## src/rtl/riscv_inst_decode_stage_if.sv

```systemverilog
// Fetch-to-execute bus of the decode stage: instruction handshake in, decoded entry out.
// Signal names carry the direction as seen from the decode stage.
interface riscv_inst_decode_stage_if #(
  parameter int unsigned CNT_W = 16
);
  logic             inst_valid_i;
  logic             inst_ready_o;
  logic [31:0]      inst_i;
  logic [31:0]      pc_i;
  logic             flush_i;
  logic             dec_valid_o;
  logic             dec_ready_i;
  logic [6:0]       dec_opcode_o;
  logic [4:0]       dec_rd_o;
  logic [4:0]       dec_rs1_o;
  logic [4:0]       dec_rs2_o;
  logic [2:0]       dec_funct3_o;
  logic [6:0]       dec_funct7_o;
  logic [31:0]      dec_imm_o;
  logic [31:0]      dec_pc_o;
  logic             dec_illegal_o;
  logic [CNT_W-1:0] dec_count_o;

  // Environment side: drives fetch and downstream ready, observes decoded entries.
  modport master (
    output inst_valid_i, inst_i, pc_i, flush_i, dec_ready_i,
    input  inst_ready_o, dec_valid_o, dec_opcode_o, dec_rd_o, dec_rs1_o, dec_rs2_o,
           dec_funct3_o, dec_funct7_o, dec_imm_o, dec_pc_o, dec_illegal_o, dec_count_o
  );

  // Decode stage side.
  modport slave (
    input  inst_valid_i, inst_i, pc_i, flush_i, dec_ready_i,
    output inst_ready_o, dec_valid_o, dec_opcode_o, dec_rd_o, dec_rs1_o, dec_rs2_o,
           dec_funct3_o, dec_funct7_o, dec_imm_o, dec_pc_o, dec_illegal_o, dec_count_o
  );
endinterface

```

## src/rtl/riscv_inst_decode_stage.sv

```systemverilog
// RISC-V decode stage: combinational field/immediate decode into a 2-entry output FIFO,
// registered upstream ready, flush, and a saturating handshake counter.
module riscv_inst_decode_stage #(
  parameter int unsigned CNT_W = 16
) (
  input  logic                           clk,
  input  logic                           rst,
  riscv_inst_decode_stage_if.slave       bus
);

  localparam logic [6:0] OpR    = 7'h33;
  localparam logic [6:0] OpImm  = 7'h13;
  localparam logic [6:0] OpSt   = 7'h23;
  localparam logic [6:0] OpBr   = 7'h63;
  localparam logic [6:0] OpAuip = 7'h17;
  localparam logic [6:0] OpJal  = 7'h6F;
  localparam logic [6:0] OpCust = 7'h0B;

  typedef struct packed {
    logic [6:0]  opcode;
    logic [4:0]  rd;
    logic [4:0]  rs1;
    logic [4:0]  rs2;
    logic [2:0]  funct3;
    logic [6:0]  funct7;
    logic [31:0] imm;
    logic [31:0] pc;
    logic        illegal;
  } dec_t;

  logic [31:0] inst;
  logic [2:0]  f3;
  logic [6:0]  f7;
  logic        ill;
  dec_t        dec_in;

  assign inst = bus.inst_i;
  assign f3   = inst[14:12];
  assign f7   = inst[31:25];

  always_comb begin
    dec_in        = '0;
    ill           = 1'b0;
    dec_in.opcode = inst[6:0];
    dec_in.pc     = bus.pc_i;
    case (inst[6:0])
      OpR: begin
        dec_in.rd     = inst[11:7];
        dec_in.rs1    = inst[19:15];
        dec_in.rs2    = inst[24:20];
        dec_in.funct3 = f3;
        dec_in.funct7 = f7;
        ill = !(f7 == 7'h00 || f7 == 7'h20) ||
              (f7 == 7'h20 && f3 != 3'b000 && f3 != 3'b101);
      end
      OpImm: begin
        dec_in.rd     = inst[11:7];
        dec_in.rs1    = inst[19:15];
        dec_in.funct3 = f3;
        dec_in.imm    = {{20{inst[31]}}, inst[31:20]};
        // Shifts expose funct7 because it selects logical vs arithmetic.
        if (f3 == 3'b001 || f3 == 3'b101) dec_in.funct7 = f7;
        ill = (f3 == 3'b001 && f7 != 7'h00) ||
              (f3 == 3'b101 && f7 != 7'h00 && f7 != 7'h20);
      end
      OpSt: begin
        dec_in.rs1    = inst[19:15];
        dec_in.rs2    = inst[24:20];
        dec_in.funct3 = f3;
        dec_in.imm    = {{20{inst[31]}}, inst[31:25], inst[11:7]};
        ill = (f3 > 3'b010);
      end
      OpBr: begin
        dec_in.rs1    = inst[19:15];
        dec_in.rs2    = inst[24:20];
        dec_in.funct3 = f3;
        dec_in.imm    = {{20{inst[31]}}, inst[7], inst[30:25], inst[11:8], 1'b0};
        ill = (f3 == 3'b010 || f3 == 3'b011);
      end
      OpAuip: begin
        dec_in.rd  = inst[11:7];
        dec_in.imm = {inst[31:12], 12'b0};
      end
      OpJal: begin
        dec_in.rd  = inst[11:7];
        dec_in.imm = {{12{inst[31]}}, inst[19:12], inst[20], inst[30:21], 1'b0};
      end
      OpCust: begin
        dec_in.rd     = inst[11:7];
        dec_in.rs1    = inst[19:15];
        dec_in.rs2    = inst[24:20];
        dec_in.funct3 = f3;
        ill = (f3 != 3'b000);
      end
      default: ill = 1'b1;
    endcase
    if (ill) begin
      dec_in         = '0;
      dec_in.opcode  = inst[6:0];
      dec_in.pc      = bus.pc_i;
      dec_in.illegal = 1'b1;
    end
  end

  dec_t             mem_q [2];
  logic             rd_ptr_q, wr_ptr_q;
  logic [1:0]       occ_q, occ_d;
  logic             ready_q;
  logic [CNT_W-1:0] cnt_q;
  logic             accept, pop, valid;
  dec_t             head;

  assign valid  = (occ_q != 2'd0);
  assign accept = bus.inst_valid_i && ready_q && !bus.flush_i;
  assign pop    = valid && bus.dec_ready_i && !bus.flush_i;

  always_comb begin
    occ_d = occ_q;
    if (bus.flush_i)          occ_d = 2'd0;
    else if (accept && !pop)  occ_d = occ_q + 2'd1;
    else if (pop && !accept)  occ_d = occ_q - 2'd1;
  end

  always_ff @(posedge clk) begin
    if (rst) begin
      rd_ptr_q <= 1'b0;
      wr_ptr_q <= 1'b0;
      occ_q    <= 2'd0;
      ready_q  <= 1'b0;
      cnt_q    <= '0;
    end else begin
      occ_q   <= occ_d;
      ready_q <= (occ_d < 2'd2);
      if (bus.flush_i) begin
        rd_ptr_q <= 1'b0;
        wr_ptr_q <= 1'b0;
      end else begin
        if (accept) wr_ptr_q <= ~wr_ptr_q;
        if (pop)    rd_ptr_q <= ~rd_ptr_q;
      end
      if (pop && cnt_q != {CNT_W{1'b1}}) cnt_q <= cnt_q + CNT_W'(1);
    end
  end

  always_ff @(posedge clk) begin
    if (accept) mem_q[wr_ptr_q] <= dec_in;
  end

  // Fields are forced to zero whenever no entry is held, so reset/flush show all-zero outputs.
  assign head = valid ? mem_q[rd_ptr_q] : '0;

  assign bus.inst_ready_o  = ready_q;
  assign bus.dec_valid_o   = valid;
  assign bus.dec_opcode_o  = head.opcode;
  assign bus.dec_rd_o      = head.rd;
  assign bus.dec_rs1_o     = head.rs1;
  assign bus.dec_rs2_o     = head.rs2;
  assign bus.dec_funct3_o  = head.funct3;
  assign bus.dec_funct7_o  = head.funct7;
  assign bus.dec_imm_o     = head.imm;
  assign bus.dec_pc_o      = head.pc;
  assign bus.dec_illegal_o = head.illegal;
  assign bus.dec_count_o   = cnt_q;

endmodule

```

## src/flat_wrapper.sv

```systemverilog
// flat-port wrapper written by rule: the top's interface ports become plain ports
module riscv_inst_decode_stage_flat 
#(
  parameter int unsigned CNT_W = 16
)
  (clk, rst, bus_inst_valid_i, bus_inst_i, bus_pc_i, bus_flush_i, bus_dec_ready_i, bus_inst_ready_o, bus_dec_valid_o, bus_dec_opcode_o, bus_dec_rd_o, bus_dec_rs1_o, bus_dec_rs2_o, bus_dec_funct3_o, bus_dec_funct7_o, bus_dec_imm_o, bus_dec_pc_o, bus_dec_illegal_o, bus_dec_count_o);
  riscv_inst_decode_stage_if #(.CNT_W(CNT_W)) bus_i ();
  input  logic clk;
  input  logic rst;
  input wire logic [$bits(bus_i.inst_valid_i)-1:0] bus_inst_valid_i;
  input wire logic [$bits(bus_i.inst_i)-1:0] bus_inst_i;
  input wire logic [$bits(bus_i.pc_i)-1:0] bus_pc_i;
  input wire logic [$bits(bus_i.flush_i)-1:0] bus_flush_i;
  input wire logic [$bits(bus_i.dec_ready_i)-1:0] bus_dec_ready_i;
  output wire logic [$bits(bus_i.inst_ready_o)-1:0] bus_inst_ready_o;
  output wire logic [$bits(bus_i.dec_valid_o)-1:0] bus_dec_valid_o;
  output wire logic [$bits(bus_i.dec_opcode_o)-1:0] bus_dec_opcode_o;
  output wire logic [$bits(bus_i.dec_rd_o)-1:0] bus_dec_rd_o;
  output wire logic [$bits(bus_i.dec_rs1_o)-1:0] bus_dec_rs1_o;
  output wire logic [$bits(bus_i.dec_rs2_o)-1:0] bus_dec_rs2_o;
  output wire logic [$bits(bus_i.dec_funct3_o)-1:0] bus_dec_funct3_o;
  output wire logic [$bits(bus_i.dec_funct7_o)-1:0] bus_dec_funct7_o;
  output wire logic [$bits(bus_i.dec_imm_o)-1:0] bus_dec_imm_o;
  output wire logic [$bits(bus_i.dec_pc_o)-1:0] bus_dec_pc_o;
  output wire logic [$bits(bus_i.dec_illegal_o)-1:0] bus_dec_illegal_o;
  output wire logic [$bits(bus_i.dec_count_o)-1:0] bus_dec_count_o;
  assign bus_i.inst_valid_i = bus_inst_valid_i;
  assign bus_i.inst_i = bus_inst_i;
  assign bus_i.pc_i = bus_pc_i;
  assign bus_i.flush_i = bus_flush_i;
  assign bus_i.dec_ready_i = bus_dec_ready_i;
  assign bus_inst_ready_o = bus_i.inst_ready_o;
  assign bus_dec_valid_o = bus_i.dec_valid_o;
  assign bus_dec_opcode_o = bus_i.dec_opcode_o;
  assign bus_dec_rd_o = bus_i.dec_rd_o;
  assign bus_dec_rs1_o = bus_i.dec_rs1_o;
  assign bus_dec_rs2_o = bus_i.dec_rs2_o;
  assign bus_dec_funct3_o = bus_i.dec_funct3_o;
  assign bus_dec_funct7_o = bus_i.dec_funct7_o;
  assign bus_dec_imm_o = bus_i.dec_imm_o;
  assign bus_dec_pc_o = bus_i.dec_pc_o;
  assign bus_dec_illegal_o = bus_i.dec_illegal_o;
  assign bus_dec_count_o = bus_i.dec_count_o;
  riscv_inst_decode_stage #(.CNT_W(CNT_W)) u_core (.clk(clk), .rst(rst), .bus(bus_i));
endmodule
```

## config.mk

```make
export PLATFORM = sky130hd
export DESIGN_NAME = riscv_inst_decode_stage_flat
export DESIGN_NICKNAME = d
export VERILOG_FILES = /design/src/rtl/riscv_inst_decode_stage_if.sv /design/src/rtl/riscv_inst_decode_stage.sv /design/src/flat_wrapper.sv
export SDC_FILE = /design/constraint.sdc
export NUM_CORES = 1
export LEC_CHECK = 0
export BUFFER_PORTS_ARGS = -buffer_cell sky130_fd_sc_hd__buf_4
export CAP_MARGIN = 15
export CORE_MARGIN = 2
export CORE_UTILIZATION = 50
export CTS_CLUSTER_DIAMETER = 60
export DETAILED_ROUTE_END_ITERATION = 16
export GPL_ROUTABILITY_DRIVEN = 0
export PLACE_DENSITY = 0.76
export SLEW_MARGIN = 5
export SYNTH_ARGS = -nofsm -noshare
export SYNTH_HDL_FRONTEND = slang
export SYNTH_SLANG_ARGS = --single-unit
```

## constraint.sdc

```tcl
create_clock -name clk -period 5.76 [get_ports clk]
set_input_delay 0.576 -clock clk [delete_from_list [all_inputs] [get_ports clk]]
set_output_delay 0.576 -clock clk [all_outputs]
set_load 0.1 [all_outputs]
```

==> results of run 1 <==
registers in the layout, summed over array words and instances, names as in the netlist, named ones only:
register                 cells
u_core.bus.dec_count_o      16
u_core.bus.inst_ready_o      1
u_core.wr_ptr_q              1
u_core.occ_q                 2
u_core.rd_ptr_q              1
u_core.mem_q               194
area by class of cell:
cell class / instances / area [um^2] / area share [%]
Sequential cell: 216 / 6270 / 53.48
Tap cell: 229 / 286.5 / 2.444
Multi-Input combinational cell: 450 / 2863 / 24.42
Timing Repair Buffer: 190 / 1459 / 12.44
Clock inverter: 12 / 206.4 / 1.761
Inverter: 12 / 45.04 / 0.3842
Clock buffer: 28 / 594.3 / 5.069
stage by stage:
step / area (um^2) / hold WS, ps / utilization, % / total power, mW / setup WS [ps]
floorplan: 9318 / 504.7 / - / 1.819 / 1425
global placement: 10900 / 510.8 / 60.24 / 1.881 / 2960
detailed placement: 10900 / 526.1 / 60.24 / 1.884 / 2886
CTS: 11700 / 247.1 / 64.67 / 3.440 / 2508
global route: 11720 / 245.8 / 64.82 / 3.516 / 2429
finish: 11720 / 261.7 / 64.82 / 3.419 / 2591
worst reg2reg max path, stage by stage, from the launching register on:
cell and delay [ps]:
dfxtp_1 330, nand2_1 80, nor2_1 200, and2_4 750
buf_4 610
power by group through the flow:
| stage | combinational, mW | sequential, mW | clock, mW |
|---|---|---|---|
| final | 0.131 | 1.72 | 1.57 |
| after global routing | 0.142 | 1.72 | 1.65 |
| after global placement | 0.127 | 1.75 | 0 |
| after floorplan | 0.0601 | 1.76 | 0 |
| after detailed placement | 0.129 | 1.75 | 0 |
| after CTS | 0.130 | 1.72 | 1.59 |
kinds of logic after synthesis:
family	share of synthesized area (%)
AND/OR/NAND/NOR	13.33
flip-flops	67.57
multiplexers	10.58
AO/OA/AOI/OAI	4.466
buffers and inverters	2.253
XOR/XNOR	1.228
adder cells (fa/ha/maj)	0.5397
other	0.04044
layout by cell type, fill, tap and decap left out, drive strengths merged, types with 3 or more instances in the layout:
cell type and n:
a21oi 28, nor4 12, nor3 19, nor4b 3, mux2i 98, ha 4
a22oi 6, o21ai 9, conb 12, and2 22, xnor2 11, dfxtp 22
buf 190, clkbuf 28, clkinv 6, inv 12, bufinv 6, nand2 27
nand2b 5, nand4 7, nand3 9, edfxtp 194, nor2b 3, nor2 142
or3 4
worst paths after layout:
| check | start | end | slack [ps] |
|---|---|---|---|
| max | register | bus_dec_imm_o[31] | 2590 |
| min | bus_pc_i[25] | u_core.mem_q[1][26]$_DFFE_PP_ | 260 |
| max reg2reg | u_core.bus.inst_ready_o$_SDFF_PP0_ | u_core.mem_q[1][66]$_DFFE_PP_ | 3420 |
| min reg2reg | u_core.bus.dec_count_o[1]$_SDFFE_PP0P_ | u_core.bus.dec_count_o[1]$_SDFFE_PP0P_ | 540 |
metal layers:
metal	part of all wire, %	wire length, um
met3	6.0	1222
met2	49	9905
met1	42	8579
met4	3.0	619
met5	0	0
==> run summary, run 1 <==
CP delay by family, top = buffers and inverters
Slew Viols, Final = 0
crit end category = primary output
clk sink count = 216
Sw Share = 19.12%
Int Pwr = 2.765 mW
cell area power density = 291.6 nW/um^2
Clock Path Buffers = 3
H-tree depth = 1
row cnt = 49
final hold violation count = 0
Most common cell on crit path = buf_4
Rel. slew slack = 23.89%
nets = 966
Skew-Pair Late Insertion Delay = 490 ps
Required @ worst endpoint = 5180 ps
IO Port Bufs = 183
via count = 6203
layout cells sized above 1 = 26.32%
number of max-cap violations = 0
initial antenna violation count = 0
Final Cycle Share = 55.02%
CP max stage cell = buf_4
top cells by count, synth = edfxtp_1, nor2_1, mux2i_1, nand2_1, clkbuf_1
Syn-to-layout area delta = 26.42%
FF-to-FF path depth = 4
largest net degree at the start of global routing = 100
Die ar. = 19650 um^2
GR Layer Usage met2 = 33.20%
final antenna-violating net count = 0
IO Count = 184
die height = 140.2 um
first-pass GRT wire length = 31190 um
synthesized area = 9274 um^2
outcome = completed
Total Wirelength = 20330 um
met1 Usage GRT = 26.99%
Max stage delay on crit path = 760 ps
sum of net half-perimeters after detailed placement = 13020 um
CP startpoint kind = register
Resize count post-CTS = 0
Layout Cells excl Fill = 1137
Peak Freq = 315.5 MHz
CTS root buffer = clkbuf_16
Cells after DPL = 1096
Tightest Pin Transition = 1139 ps
Mapped Cells = 704
DR vias/cell = 5.456
CP Max Fanout = 49
maximum VDD drop = 0.0002576 V
RSZ-0062 raised after global routing = false
fin crit period = 3169 ps
die width = 140.2 um
Worst EP arrival = 2590 ps
clk slew on worst S/H paths = 60 ps
Seq/Total Area, Yosys = 67.57%
CTS tree = yes
most frequent cell after synthesis = edfxtp_1
Pleak = 3.990 nW
CTS Buf Count = 23
ys async rst share = 0%
number of synthesized register bits = 216
area leader, netlist = edfxtp_1
area share of the largest cell type after synthesis = 62.82%
count of different cell masters after synthesis = 54
Initial Util = 51.28%
Levels on crit path = 4
top cells by area, synth = edfxtp_1, mux2i_1, nor2_1
NetSw = 653.8 uW
Total Routing Usage GR = 20.06%
most used flip-flop cell after synthesis = edfxtp_1
fillers = 1368
final setup vio count = 0
Initial DRT Pass Iterations = 5
syn avg cell area = 13.17 um^2
post-CTS setup repair buffer count = 0
vias in the first global route = 5859
quantity of hold-fixing buffers added after cts = 0
clock network power share = 45.8%
total gr overflow = 0
gr busiest metal = met2
clock skew = 9.324 ps
DR iter-0 viols = 400
WP buf/inv = 2
EDFF count, synth = 194
Avg WL per Cell = 17.88 um
Comb power frac = 3.8%
worst setup path category = reg2out
Hold Path Cell Cnt = 1
share of power burned in registers = 50.4%
Core Footprint = 18090 um^2
DRC = 0
worst path cell trace = buf_4, mux2i_1, nor2_1, buf_4
TNS Setup = 0 ps
Yosys warnings = 0
n_diodes = 0
Hold Path Class = in2reg
M3 GR Usage = 3.590%
No activity file was read; power rests on OpenSTA's default activity.
==> run 2, diff against run 1 <==
==> constraint.sdc (replaced) <==
create_clock -name clk -period 2.7 [get_ports clk]
set_input_delay 0.27 -clock clk [delete_from_list [all_inputs] [get_ports clk]]
set_output_delay 0.27 -clock clk [all_outputs]
set_load 0.1 [all_outputs]
==> run 2 against run 1 <==
Against the previous run: register-to-register slack got worse by 2800 ps; routed wire length increased by 1.9%; via count increased by 2.0%; largest cell class unchanged; first-iteration DRC count increased by 3.0%; combinational power increased to 2.5 times the previous value; critical endpoint is now bus_dec_funct3_o[0]; clock skew increased by 1.9 ps; die area unchanged; critical path type unchanged; non-clock buffer count increased by 47; clock power increased by 91%.
==> run summary, run 2 (synthesis results as in run 1) <==
outcome = completed
die height = 140.2 um
Core Footprint = 18090 um^2
commonest non-fill, non-tap cells in the layout = buf_4, edfxtp_1, nor2_1, mux2i_1, dlygate4sd3_1
CP Max Fanout = 48
vias in the first global route = 6333
worst reg2reg setup slack = 600 ps
Required @ worst endpoint = 2430 ps
Rel. slew slack = 38.34%
Total Routing Usage GR = 20.77%
Worst EP arrival = 2150 ps
Hold Path Class = in2reg
commonest non-fill, non-tap cell in the layout = buf_4
Worst R2R End = u_core.bus.dec_count_o[13]$_SDFFE_PP0P_
Cells after DPL = 1108
CTS tree = yes
Slew Viols, Final = 0
Skew-Pair Late Insertion Delay = 500 ps
crit end category = primary output
Avg WL per Cell = 17.44 um
layout cells sized above 1 = 29.54%
DR vias/cell = 5.333
largest net degree at the start of global routing = 99
Final Util = 67.44%
share of power burned in registers = 52.5%
final hold violation count = 0
die width = 140.2 um
final antenna-violating net count = 0
Int Pwr = 5.589 mW
first-pass GRT wire length = 32660 um
CTS root buffer = clkbuf_16
DR iter-0 viols = 412
clk slew on worst S/H paths = 60 ps
DRC = 0
n_diodes = 0
CP startpoint kind = register
total gr overflow = 0
clock network power share = 42.8%
Comb power frac = 4.7%
via count = 6330
Peak Freq = 412.9 MHz
H-tree depth = 1
RSZ-0062 raised after global routing = false
maximum VDD drop = 0.0003974 V
row cnt = 49
Final Cycle Share = 89.71%
Die ar. = 19650 um^2
Layout Cells excl Fill = 1187
Worst Setup EP = bus_dec_funct3_o[0]
fillers = 1285
FF-to-FF path depth = 9
max reg flops = 194
Total Wirelength = 20710 um
CTS Buf Count = 24
worst setup path category = reg2out
Clock Path Buffers = 3
final setup vio count = 0
setup ws final = 277.9 ps
worst reg2reg path startpoint = u_core.occ_q[0]$_SDFFE_PP0P_
clock skew = 11.22 ps
cell area power density = 573.8 nW/um^2
Tightest Pin Transition = 916.4 ps
nets = 1014
sum of net half-perimeters after detailed placement = 13570 um
Syn-to-layout area delta = 31.52%
IO Count = 184
Initial DRT Pass Iterations = 5
Tot Pwr = 6.998 mW
Initial Util = 51.28%
number of max-cap violations = 0
DP Worst Slack = 253.8 ps
initial antenna violation count = 0
Pleak = 4.161 nW
TNS Setup = 0 ps
Sw Share = 20.13%
Top reg by flops = u_core.mem_q
fin crit period = 2422 ps
IO Port Bufs = 183
clk sink count = 216
NetSw = 1.409 mW
run 2: changes by cell type in the layout (fill, tap and decap cells not counted), moves of 2 or more:
cell           change
nor2_1            -31
nor2_2            +31
clkbuf_16          +2
dlygate4sd3_1     +35
buf_4              +9
bufinv_16          -5
buf_12             +3
clkinv_1           +4
run 2: repair_timing:
action,in CTS,in global routing
hold buffers,35,0
hold endpoints to repair,72,0
resized for setup,0,0
buffers inserted,0,0
run 2: power by group through the flow:
stage	clock, mW	sequential, mW	combinational [mW]
2_1_floorplan	0	3.75	0.131
3_3_place_gp	0	3.74	0.280
3_5_place_dp	0	3.74	0.284
4_1_cts	3.05	3.67	0.326
5_1_grt	3.19	3.67	0.356
6_report	3.00	3.67	0.331
run 2: layout make-up:
class | count | area, um^2 | share of cell area [%]
sequential | 216 | 6274 | 51.44
clock inverter | 13 | 90.09 | 0.7386
multi-input combinational | 450 | 2943 | 24.13
tap | 229 | 286.5 | 2.349
inverter | 12 | 45.04 | 0.3693
timing repair buffer | 237 | 1914 | 15.70
clock buffer | 30 | 644.4 | 5.283
run 2: how the worst min path moves through the flow:
stage	from	endpoint	depth (start not counted)
floorplan	rst	u_core.occ_q[1]$_SDFF_PP0_	1
global placement	bus_pc_i[13]	u_core.mem_q[0][14]$_DFFE_PP_	1
detailed placement	bus_pc_i[9]	u_core.mem_q[0][10]$_DFFE_PP_	1
CTS	bus_inst_i[2]	u_core.mem_q[0][92]$_DFFE_PP_	1
global route	bus_inst_i[2]	u_core.mem_q[0][92]$_DFFE_PP_	1
finish	bus_inst_i[2]	u_core.mem_q[1][92]$_DFFE_PP_	1
run 2: layer usage:
| layer | part of all wire (%) | vias to the layer above | track usage [%] |
|---|---|---|---|
| li1 | - | 3040 | - |
| met3 | 6.6 | 37 | 4.513 |
| met4 | 1.9 | 0 | 4.625 |
| met5 | 0 | - | 0 |
| met1 | 40 | 3049 | 26.56 |
| met2 | 51 | 204 | 36.53 |
run 2: stage by stage:
step	hold WS, ps	area [um^2]
5_1_grt	37.96	12200
3_5_place_dp	457.9	11110
6_report	47.92	12200
4_1_cts	32.82	12190
3_3_place_gp	455.4	11110
2_1_floorplan	349.3	9408
run 2: worst max-delay path, stage by stage (launching register included):
cell	delay, ps
dfxtp_4	550
buf_12	370
mux2i_1	410
nor2_2	50
buf_4	250
==> run 3, diff against run 2 <==
--- a/config.mk
+++ b/config.mk
@@ -5,8 +5,10 @@
 export SDC_FILE = /design/constraint.sdc
 export NUM_CORES = 1
 export LEC_CHECK = 0
+export ABC_AREA = 1
 export BUFFER_PORTS_ARGS = -buffer_cell sky130_fd_sc_hd__buf_4
 export CAP_MARGIN = 15
+export CORE_ASPECT_RATIO = 1.4
 export CORE_MARGIN = 2
 export CORE_UTILIZATION = 50
 export CTS_CLUSTER_DIAMETER = 60
==> run 3 against run 2 <==
Against the previous run: via count grew 14%; register-to-register slack improved by 200 ps; utilization down 1.7 points; clock power is 12% lower; first-iteration DRC count increased by 29%; synthesized area is 0.35% higher; clock skew fell by 5.9 ps; power down 3.6%; combinational power grew 31%; sequential cell count is the same; critical path depth is 3 higher; largest power group unchanged; highest routed layer unchanged.
==> run summary, run 3 <==
outcome = completed
IO Count = 184
Final Cycle Share = 92.32%
H-tree depth = 1
clock network power share = 39.2%
initial antenna violation count = 0
number of max-cap violations = 0
vias in the first global route = 6741
CP startpoint kind = register
max reg flops = 194
worst reg2reg setup slack = 800 ps
Total Routing Usage GR = 22.39%
Peak Freq = 401.2 MHz
Layout Cells excl Fill = 1375
die height = 165.4 um
Finished Cell Area = 12140 um^2
worst setup path category = reg2out
syn avg cell area = 10.40 um^2
TNS Setup = 0 ps
cell area power density = 555.7 nW/um^2
most frequent cell after synthesis = nor2_1
final setup vio count = 0
top cells by count, synth = nor2_1, edfxtp_1, nand2_1, o21ai_0, inv_1
ys async rst share = 0%
critical path startpoint = u_core.occ_q[0]$_SDFFE_PP0P_
commonest non-fill, non-tap cell in the layout = nor2_1
clk sink count = 216
Top reg by flops = u_core.mem_q
DRC = 0
most used flip-flop cell after synthesis = edfxtp_1
Seq/Total Area, Yosys = 67.33%
EDFF count, synth = 194
Hold Path Class = in2reg
Initial DRT Pass Iterations = 5
Slew Viols, Final = 0
share of power burned in registers = 54.4%
Tot Pwr = 6.746 mW
Area after DPL = 11180 um^2
Int Pwr = 5.314 mW
Pleak = 4.618 nW
clock skew = 5.321 ps
Initial Util = 50.43%
Tightest Pin Transition = 712.1 ps
CTS Buf Count = 21
Cells after DPL = 1308
Avg WL per Cell = 16.82 um
worst reg2reg path startpoint = u_core.occ_q[0]$_SDFFE_PP0P_
area share of the largest cell type after synthesis = 62.60%
Comb power frac = 6.4%
sum of net half-perimeters after detailed placement = 14800 um
n_diodes = 0
CTS tree = yes
Clock Path Buffers = 3
final antenna-violating net count = 0
via count = 7212
CTS root buffer = clkbuf_16
nets = 1196
Total Wirelength = 23120 um
Yosys warnings = 0
first-pass GRT wire length = 34720 um
clk slew on worst S/H paths = 60 ps
fin crit period = 2493 ps
IO Port Bufs = 183
DR vias/cell = 5.245
RSZ-0062 raised after global routing = false
DR iter-0 viols = 532
crit end category = primary output
Hold Worst Slack = 16.16 ps
synthesized area = 9306 um^2
count of different cell masters after synthesis = 33
number of synthesized register bits = 216
row cnt = 59
Sw Share = 21.22%
largest net degree at the start of global routing = 99
final hold violation count = 0
area leader, netlist = edfxtp_1
Mapped Cells = 895
commonest non-fill, non-tap cells in the layout = nor2_1, edfxtp_1, buf_4, nand2_1, o21ai_0
layout cells sized above 1 = 24.76%
top cells by area, synth = edfxtp_1, nor2_1, o21ai_0
Die ar. = 19740 um^2
maximum VDD drop = 0.0004798 V
CP Max Fanout = 98
Worst EP arrival = 2220 ps
Skew-Pair Late Insertion Delay = 490 ps
die width = 119.3 um
NetSw = 1.432 mW
total gr overflow = 0
Rel. slew slack = 52.53%
Core Footprint = 18460 um^2
Syn-to-layout area delta = 30.42%
hold wc startpoint = bus_inst_i[6]
Required @ worst endpoint = 2430 ps
## run 3: changes by cell type after synthesis, moves of 6 or more
cell and delta:
mux2i_1 -98, nand2_1 +80, inv_2 +6, buf_1 -6, nand3_1 +6, nor3_1 -15
nor2_1 +134, o21ai_0 +92, inv_1 +29, xnor2_1 -10, and2_1 -21, nor4_1 -11
## run 3: per-stage QoR
stage | setup WS (ps) | utilization [%]
5_1_grt | 95.02 | 65.77
2_1_floorplan | 13.59 | -
3_3_place_gp | 616.8 | 60.56
3_5_place_dp | 592.4 | 60.56
6_report | 207.3 | 65.77
4_1_cts | 75.06 | 65.75
## run 3: power by group through the flow
stage          logic, mW  registers [mW]  clock network [mW]
2_1_floorplan      0.203            3.75                   0
6_report           0.432            3.67                2.64
5_1_grt            0.458            3.67                2.81
3_3_place_gp       0.383            3.74                   0
4_1_cts            0.431            3.67                2.71
3_5_place_dp       0.388            3.74                   0
## run 3: cells by family (layout without fill, tap and decap cells)
kind of cell             after synthesis  count (layout)  share of synthesized area [%]
adder cells (fa/ha/maj)                4               4                         0.5378
XOR/XNOR                               7               7                         0.6588
flip-flops                           216             216                          67.33
other                                  1              12                        0.04029
AO/OA/AOI/OAI                        150             150                          8.699
AND/OR/NAND/NOR                      430             430                          18.74
buffers and inverters                 87             312                          3.993
## run 3: final cells by class
cell class / count / area (um^2)
fill: 1418 / 6317
inverter: 47 / 177.7
timing repair buffer: 234 / 1963
tap: 244 / 305.3
clock buffer: 23 / 533.0
clock inverter: 8 / 65.06
multi-input combinational: 603 / 2823
sequential: 216 / 6271
## run 3: worst paths after layout
path                                             end  cells after the start
min                    u_core.mem_q[1][96]$_DFFE_PP_                      1
max                                 bus_dec_imm_o[4]                      7
max reg2reg  u_core.bus.dec_count_o[10]$_SDFFE_PP0P_                      9
min reg2reg             u_core.occ_q[0]$_SDFFE_PP0P_                      2
## run 3: critical path, stage by stage (launching register included)
cell and delay, ps:
dfxtp_1 340, inv_1 50, ha_1 220, inv_2 70, buf_12 320, o21ai_0 220, nor2_1 150, buf_4 310
## run 3: layer usage
layer,part of all wire [%],up-vias,GRT usage [%],routed length (um)
li1,-,3473,-,-
met1,38,3427,26.55,8712
met2,54,269,41.22,12380
met3,6.1,43,3.537,1406
met4,2.7,0,8.182,620
met5,0,-,0,0
## run 3: timing repair
item,CTS,global route
setup buffers,0,0
hold buffers,36,0
endpoints found under the hold margin,72,0
gates resized for setup,0,1
setup endpoints to repair,0,16
